==> config.mk <==
export PLATFORM = sky130hd
export DESIGN_NAME = prog_countdown_timer
export DESIGN_NICKNAME = d
export VERILOG_FILES = /design/src/rtl/prog_countdown_timer_pkg.sv /design/src/rtl/prog_countdown_timer_tick_prescaler.sv /design/src/rtl/prog_countdown_timer.sv
export SDC_FILE = /design/constraint.sdc
export NUM_CORES = 1
export LEC_CHECK = 0
export ABC_AREA = 1
export CORE_MARGIN = 2
export CORE_UTILIZATION = 59
export DETAILED_ROUTE_END_ITERATION = 8
export PLACE_DENSITY = 0.89
export SLEW_MARGIN = 40
export SYNTH_ARGS = -nofsm -noshare
export SYNTH_HDL_FRONTEND = slang
export SYNTH_SLANG_ARGS = --single-unit
==> constraint.sdc <==
create_clock -name clk_i -period 2.3 [get_ports clk_i]
set_input_delay 0.345 -clock clk_i [delete_from_list [all_inputs] [get_ports clk_i]]
set_output_delay 0.345 -clock clk_i [all_outputs]
set_load 0.05 [all_outputs]
==> src/rtl/prog_countdown_timer_pkg.sv <==
// Shared definitions for the programmable countdown timer.
// Holds the controller state encoding and a small helper used by the top level.
package prog_countdown_timer_pkg;

   // Controller states; the encoding is fixed so that debug probes and
   // software views of the state agree across instances.
   typedef enum logic [1:0] {
      IDLE  = 2'b00,
      RUN   = 2'b01,
      PAUSE = 2'b10,
      DONE  = 2'b11
   } state_e;

   // Smallest prescale that still yields a distinct unit boundary.
   localparam int MIN_PRESCALE = 2;

   // A fresh run (prescaler restarted) may only be launched from these states.
   function automatic logic can_launch(input state_e s);
      return (s == IDLE) || (s == DONE);
   endfunction

endpackage

==> src/rtl/prog_countdown_timer_tick_prescaler.sv <==
// Modulo-PRESCALE up-counter that marks unit boundaries for the countdown timer.
// wrap_o is high during the last prescaler cycle of a unit while counting is enabled.
module tick_prescaler #(
   parameter int PRESCALE = 25_000_000
) (
   input  logic clk_i,
   input  logic rst_ni,
   input  logic clr_i,
   input  logic en_i,
   output logic wrap_o
);

   localparam int PRE_W = (PRESCALE > 1) ? $clog2(PRESCALE) : 1;
   localparam logic [PRE_W-1:0] LAST = PRE_W'(PRESCALE - 1);
   localparam logic [PRE_W-1:0] ONE  = PRE_W'(1);

   logic [PRE_W-1:0] cnt_q;
   logic [PRE_W-1:0] cnt_d;

   assign wrap_o = en_i && (cnt_q == LAST);

   // Next phase: clear wins over counting, and the count folds back to zero after LAST.
   always_comb begin
      cnt_d = cnt_q;
      if (clr_i) begin
         cnt_d = '0;
      end else if (en_i) begin
         cnt_d = (cnt_q == LAST) ? '0 : (cnt_q + ONE);
      end
   end

   // Phase register; cleared by the asynchronous reset.
   always_ff @(posedge clk_i or negedge rst_ni) begin
      if (!rst_ni) begin
         cnt_q <= '0;
      end else begin
         cnt_q <= cnt_d;
      end
   end

endmodule

==> src/rtl/prog_countdown_timer.sv <==
// Programmable countdown timer: a prescaler produces unit boundaries and a
// VAL_W-bit counter counts them down, with pause/resume, one-shot or
// auto-reload operation and single-cycle tick/expiry pulses. All outputs are registered.
module prog_countdown_timer #(
   parameter int PRESCALE = 25_000_000,
   parameter int VAL_W    = 4
) (
   input  logic             clk_i,
   input  logic             rst_ni,
   input  logic             load_i,
   input  logic [VAL_W-1:0] load_val_i,
   input  logic             start_i,
   input  logic             pause_i,
   input  logic             auto_reload_i,
   output logic [VAL_W-1:0] cur_val_o,
   output logic             running_o,
   output logic             tick_o,
   output logic             expired_o
);

   import prog_countdown_timer_pkg::*;

   localparam logic [VAL_W-1:0] ONE  = VAL_W'(1);
   localparam logic [VAL_W-1:0] ZERO = '0;

   state_e           state_q;
   state_e           state_d;
   logic [VAL_W-1:0] cur_val_q;
   logic [VAL_W-1:0] cur_val_d;
   logic [VAL_W-1:0] reload_q;
   logic [VAL_W-1:0] reload_d;
   logic [VAL_W-1:0] start_val;
   logic             tick_q;
   logic             tick_d;
   logic             expired_q;
   logic             expired_d;
   logic             running_q;
   logic             pre_clr;
   logic             pre_en;
   logic             pre_wrap;

   tick_prescaler #(
      .PRESCALE(PRESCALE)
   ) u_prescaler (
      .clk_i  (clk_i),
      .rst_ni (rst_ni),
      .clr_i  (pre_clr),
      .en_i   (pre_en),
      .wrap_o (pre_wrap)
   );

   // Command decode and next-state datapath; load beats pause, pause beats start.
   // A cycle in which pause is sampled while running still counts as a run cycle,
   // so the expiry latency excludes only the cycles actually spent in PAUSE.
   always_comb begin
      state_d   = state_q;
      cur_val_d = cur_val_q;
      reload_d  = reload_q;
      tick_d    = 1'b0;
      expired_d = 1'b0;
      pre_clr   = 1'b0;
      pre_en    = 1'b0;
      start_val = (state_q == DONE) ? reload_q : cur_val_q;

      if (load_i) begin
         cur_val_d = load_val_i;
         reload_d  = load_val_i;
         state_d   = IDLE;
         pre_clr   = 1'b1;
      end else begin
         case (state_q)
            RUN: begin
               pre_en = 1'b1;
               if (pre_wrap) begin
                  tick_d = 1'b1;
                  if (cur_val_q == ONE) begin
                     expired_d = 1'b1;
                     if (auto_reload_i && (reload_q != ZERO)) begin
                        cur_val_d = reload_q;
                     end else begin
                        cur_val_d = ZERO;
                        state_d   = DONE;
                     end
                  end else if (cur_val_q != ZERO) begin
                     cur_val_d = cur_val_q - ONE;
                  end
               end
               if (pause_i && (state_d == RUN)) begin
                  state_d = PAUSE;
               end
            end
            PAUSE: begin
               if (start_i && !pause_i) begin
                  state_d = RUN;
               end
            end
            default: begin
               if (can_launch(state_q) && start_i && !pause_i) begin
                  pre_clr   = 1'b1;
                  cur_val_d = start_val;
                  if (start_val == ZERO) begin
                     expired_d = 1'b1;
                     state_d   = DONE;
                  end else begin
                     state_d   = RUN;
                  end
               end
            end
         endcase
      end
   end

   // State, datapath and registered outputs; reset clears everything at once.
   always_ff @(posedge clk_i or negedge rst_ni) begin
      if (!rst_ni) begin
         state_q   <= IDLE;
         cur_val_q <= '0;
         reload_q  <= '0;
         tick_q    <= 1'b0;
         expired_q <= 1'b0;
         running_q <= 1'b0;
      end else begin
         state_q   <= state_d;
         cur_val_q <= cur_val_d;
         reload_q  <= reload_d;
         tick_q    <= tick_d;
         expired_q <= expired_d;
         running_q <= (state_d == RUN);
      end
   end

   assign cur_val_o = cur_val_q;
   assign running_o = running_q;
   assign tick_o    = tick_q;
   assign expired_o = expired_q;

endmodule

==> summary.md <==
| Metric | Value |
|---|---|
| Via count | `between 2,000 and 3,000` |
| Yosys cell types | `37` |
| Fin util | `between 60% and 70%` |
| Critical path, cell by cell | `inv_1 > ha_1 > a31oi_4 > nand2_2 > inv_2 > nor2_8 > inv_2 > o21ai_2 > a21oi_1` |
| CP startpoint | `state_q[0]` |
| CP Class | `reg -> reg` |
| Setup Skew | `roughly 0.0046 ns` |
| Max FO, Critical Path | `12` |
| Syn Inst Count | `356` |
| Power Dens Cells | `between 700 and 800 nW/µm²` |
| Worst path max stage delay | `~0.42 ns` |
| Post-synthesis sequential area ratio | `a little under two fifths` |
| Peak Freq | `~0.47 GHz` |
| DIE WIDTH | `between 70 and 80 µm` |
| Async S/R FF share, synth | `100%` |
| Worst Hold Class | `in -> async` |
| Initial Util | `approximately three fifths` |
| Busiest grt layer | `met2` |
| Residual DRC | `0` |
| Sum of negative setup slack | `0 ns` |
| FP Rows | `24` |
| Vias in the first global route | `around 2,400` |
| Total track usage | `between 20% and 30%` |
| CP Launch Type | `register` |
| Post-route ant nets | `0` |
| Io pins | `17` |
| DR vias/cell | `about 6` |
| N_diodes | `0` |
| Yosys warning count | `0` |
| First-pass GRT wire length | `approximately 11,000 µm` |
| Ratio of cells with drive above 1 in the final layout | `a little under an eighth` |
| Worst vdd ir | `810 µV` |
| Worst path slowest cell | `dfrtp_1` |
| DP Wirelength | `roughly 4900 µm` |
| Port buffer count | `16` |
| Dpl cells | `about 420` |
| Max-capacitance violation count | `0` |
| Outcome | `finished, final reports clean` |
| Most Frequent Cell on Critical Path | `inv_2` |
| Pin count of the biggest net entering global routing | `39` |
| Non-filler instance count after layout | `431` |
| Cell leakage power | `between 1 and 1.5 nW` |
| M3 GR Usage | `~5.6%` |
| Routed wire length | `~6400 µm` |
| Worst slack, placed | `0.206 ns` |
| Initial DRC count | `between 200 and 300` |
| Slew margin rel. | `between 60% and 70%` |
| CTS root buffer | `clkbuf_8` |
| Final Hold Slack | `a little under 0.007 ns` |
| WL/cell | `~15 µm` |
| Final Critical Period | `2.12 ns` |
| TritonCTS buffer count | `5` |
| Overall power | `2.15 mW` |
| Cell Area, Synth | `roughly 2600 µm²` |
| Multi-input logic area | `about 1400 µm²` |
| TritonCTS clock tree | `built` |
| Slew Limit Fails | `0` |
| Critical Path AT | `between 2 and 2.5 ns` |
| RSZ-0062 raised after global routing | `false` |
| Grt ovf | `0` |
| Gpl congestion | `0.968` |
| Post-synthesis area per instance | `between 7 and 8 µm²` |
| Hold Violations, Final | `0` |
| Final worst slack | `about 0.18 ns` |
| Worst Tran Pin Value | `roughly 0.5 ns` |
| Reg area | `951 µm²` |
| Critical Path End Type | `register` |
| Antenna violations before repair | `0` |
| Worst-path clk slew | `0.07 ns` |
| Clock latency on the worst-skew pair | `0.29 ns` |
| Fillers | `between 300 and 400` |
| Post-route cell area | `roughly 3000 µm²` |
| CTS H-tree lvls | `2` |
| Endpoints failing setup | `0` |
| Final worst-path cycle share | `between 90% and 100%` |
| Syn Nets | `between 300 and 400` |
| Post-DP Area | `between 2000 and 3000 µm²` |
| # resized after CTS | `0` |
| Post-synth EDFFs | `0` |
| Met2 Use GR | `about half` |
| Pre-antenna DRT Iters | `5` |
| Final #Nets | `between 300 and 400` |
| Chip height | `approximately 70 µm` |
| Area grow syn2layout | `12.4%` |
| CP required | `about 2.5 ns` |
| Core area | `4290 µm²` |
| GRT met1 Usage | `about a third` |
| # Post-CTS Setup Buffers | `0` |
| Die ar. | `between 4000 and 5000 µm²` |
| #FFs+latches synth | `38` |
| Critical R2R Launch | `state_q[0]` |
| Main flop type after synthesis | `dfrtp_1` |
| Max clock buf depth | `2` |
| Clock Sinks | `38` |
| # hold bufs at CTS | `0` |
[final timing paths]
path	end	slack (ns)	depth (start not counted)
max	u_prescaler.cnt_q[9]	0.18	9
min	u_prescaler.cnt_q[21]	0.007	1
max reg2reg	u_prescaler.cnt_q[9]	0.18	9
min reg2reg	u_prescaler.cnt_q[21]	0.55	2
max in group asynchronous	u_prescaler.cnt_q[16]	1.94	1
min in group clk_i	u_prescaler.cnt_q[21]	0.55	2
[cells in the final DEF (no fill, tap or decap), types with 2 or more instances in the layout]
| cell type | instances |
|---|---|
| o211ai_1 | 4 |
| clkbuf_8 | 6 |
| o22ai_1 | 2 |
| o21ai_0 | 23 |
| o21ai_1 | 3 |
| nand4_1 | 15 |
| nand3_1 | 24 |
| clkdlybuf4s50_1 | 15 |
| nor2_1 | 36 |
| inv_2 | 6 |
| a22oi_1 | 2 |
| buf_4 | 5 |
| ha_1 | 7 |
| o21ai_2 | 3 |
| inv_1 | 45 |
| a21oi_1 | 13 |
| nor3_1 | 9 |
| xor2_1 | 7 |
| nand2_1 | 85 |
| nor2_4 | 4 |
| dfrtp_1 | 38 |
| nand2_2 | 5 |
| a21oi_2 | 2 |
| nor2_2 | 4 |
[synth_stat cells, types with 5 or more instances]
master | n | share of area, %
xor2_1 | 7 | 2.4
o21ai_0 | 23 | 4.4
dfrtp_1 | 38 | 37
nand2_1 | 85 | 12
nand2_2 | 5 | 1.2
nand4_1 | 15 | 3.6
a21oi_1 | 13 | 2.5
inv_2 | 6 | 0.87
inv_1 | 45 | 6.5
nor3_1 | 9 | 1.7
ha_1 | 7 | 3.4
nand3_1 | 24 | 4.6
nor2_1 | 36 | 5.2
[sequential cells by signal (all words and copies together) (netlist names)]
| signal | cells |
|---|---|
| cur_val_o | 4 |
| expired_o | 1 |
| reload_q | 4 |
| running_o | 1 |
| state_q | 2 |
| tick_o | 1 |
| u_prescaler.cnt_q | 25 |
[metal layers]
layer	wire, µm	share of wire [%]
met3	380	6.0
met2	3230	51
met1	2610	41
met5	0	0
met4	152	2.4
[cell families after synthesis]
| family | count (synthesis) | share of synthesized area [%] |
|---|---|---|
| xor gates and xnor gates | 8 | 2.70 |
| adders and majority gates | 7 | 3.38 |
| and+or+nand+nor | 189 | 35.4 |
| AOI/OAI and AO/OA | 57 | 13.4 |
| buffers and inverters | 57 | 8.40 |
| DFF | 38 | 36.7 |
[where the power goes]
group | internal [mW] | switching [mW]
combinational | 0.286 | 0.587
clock | 0.242 | 0.235
sequential | 0.731 | 0.0730
total | 1.26 | 0.895
[worst max-delay path: cells and delay by family, from the launching register on]
family | cells | cell delay (ns)
flops | 1 | 0.42
buf+inv | 3 | 0.44
compound gates | 3 | 0.49
simple gates | 2 | 0.28
fa+ha+maj | 1 | 0.40
[cell type report]
cell class	instances	share of cell area (%)
multi-input combinational	261	48.8
sequential	38	32.6
inverter	52	6.70
timing repair buffer	20	6.44
clock buffer	7	2.96
tap	52	2.23
clock inverter	1	0.172
No activity file was read; power rests on OpenSTA's default activity.
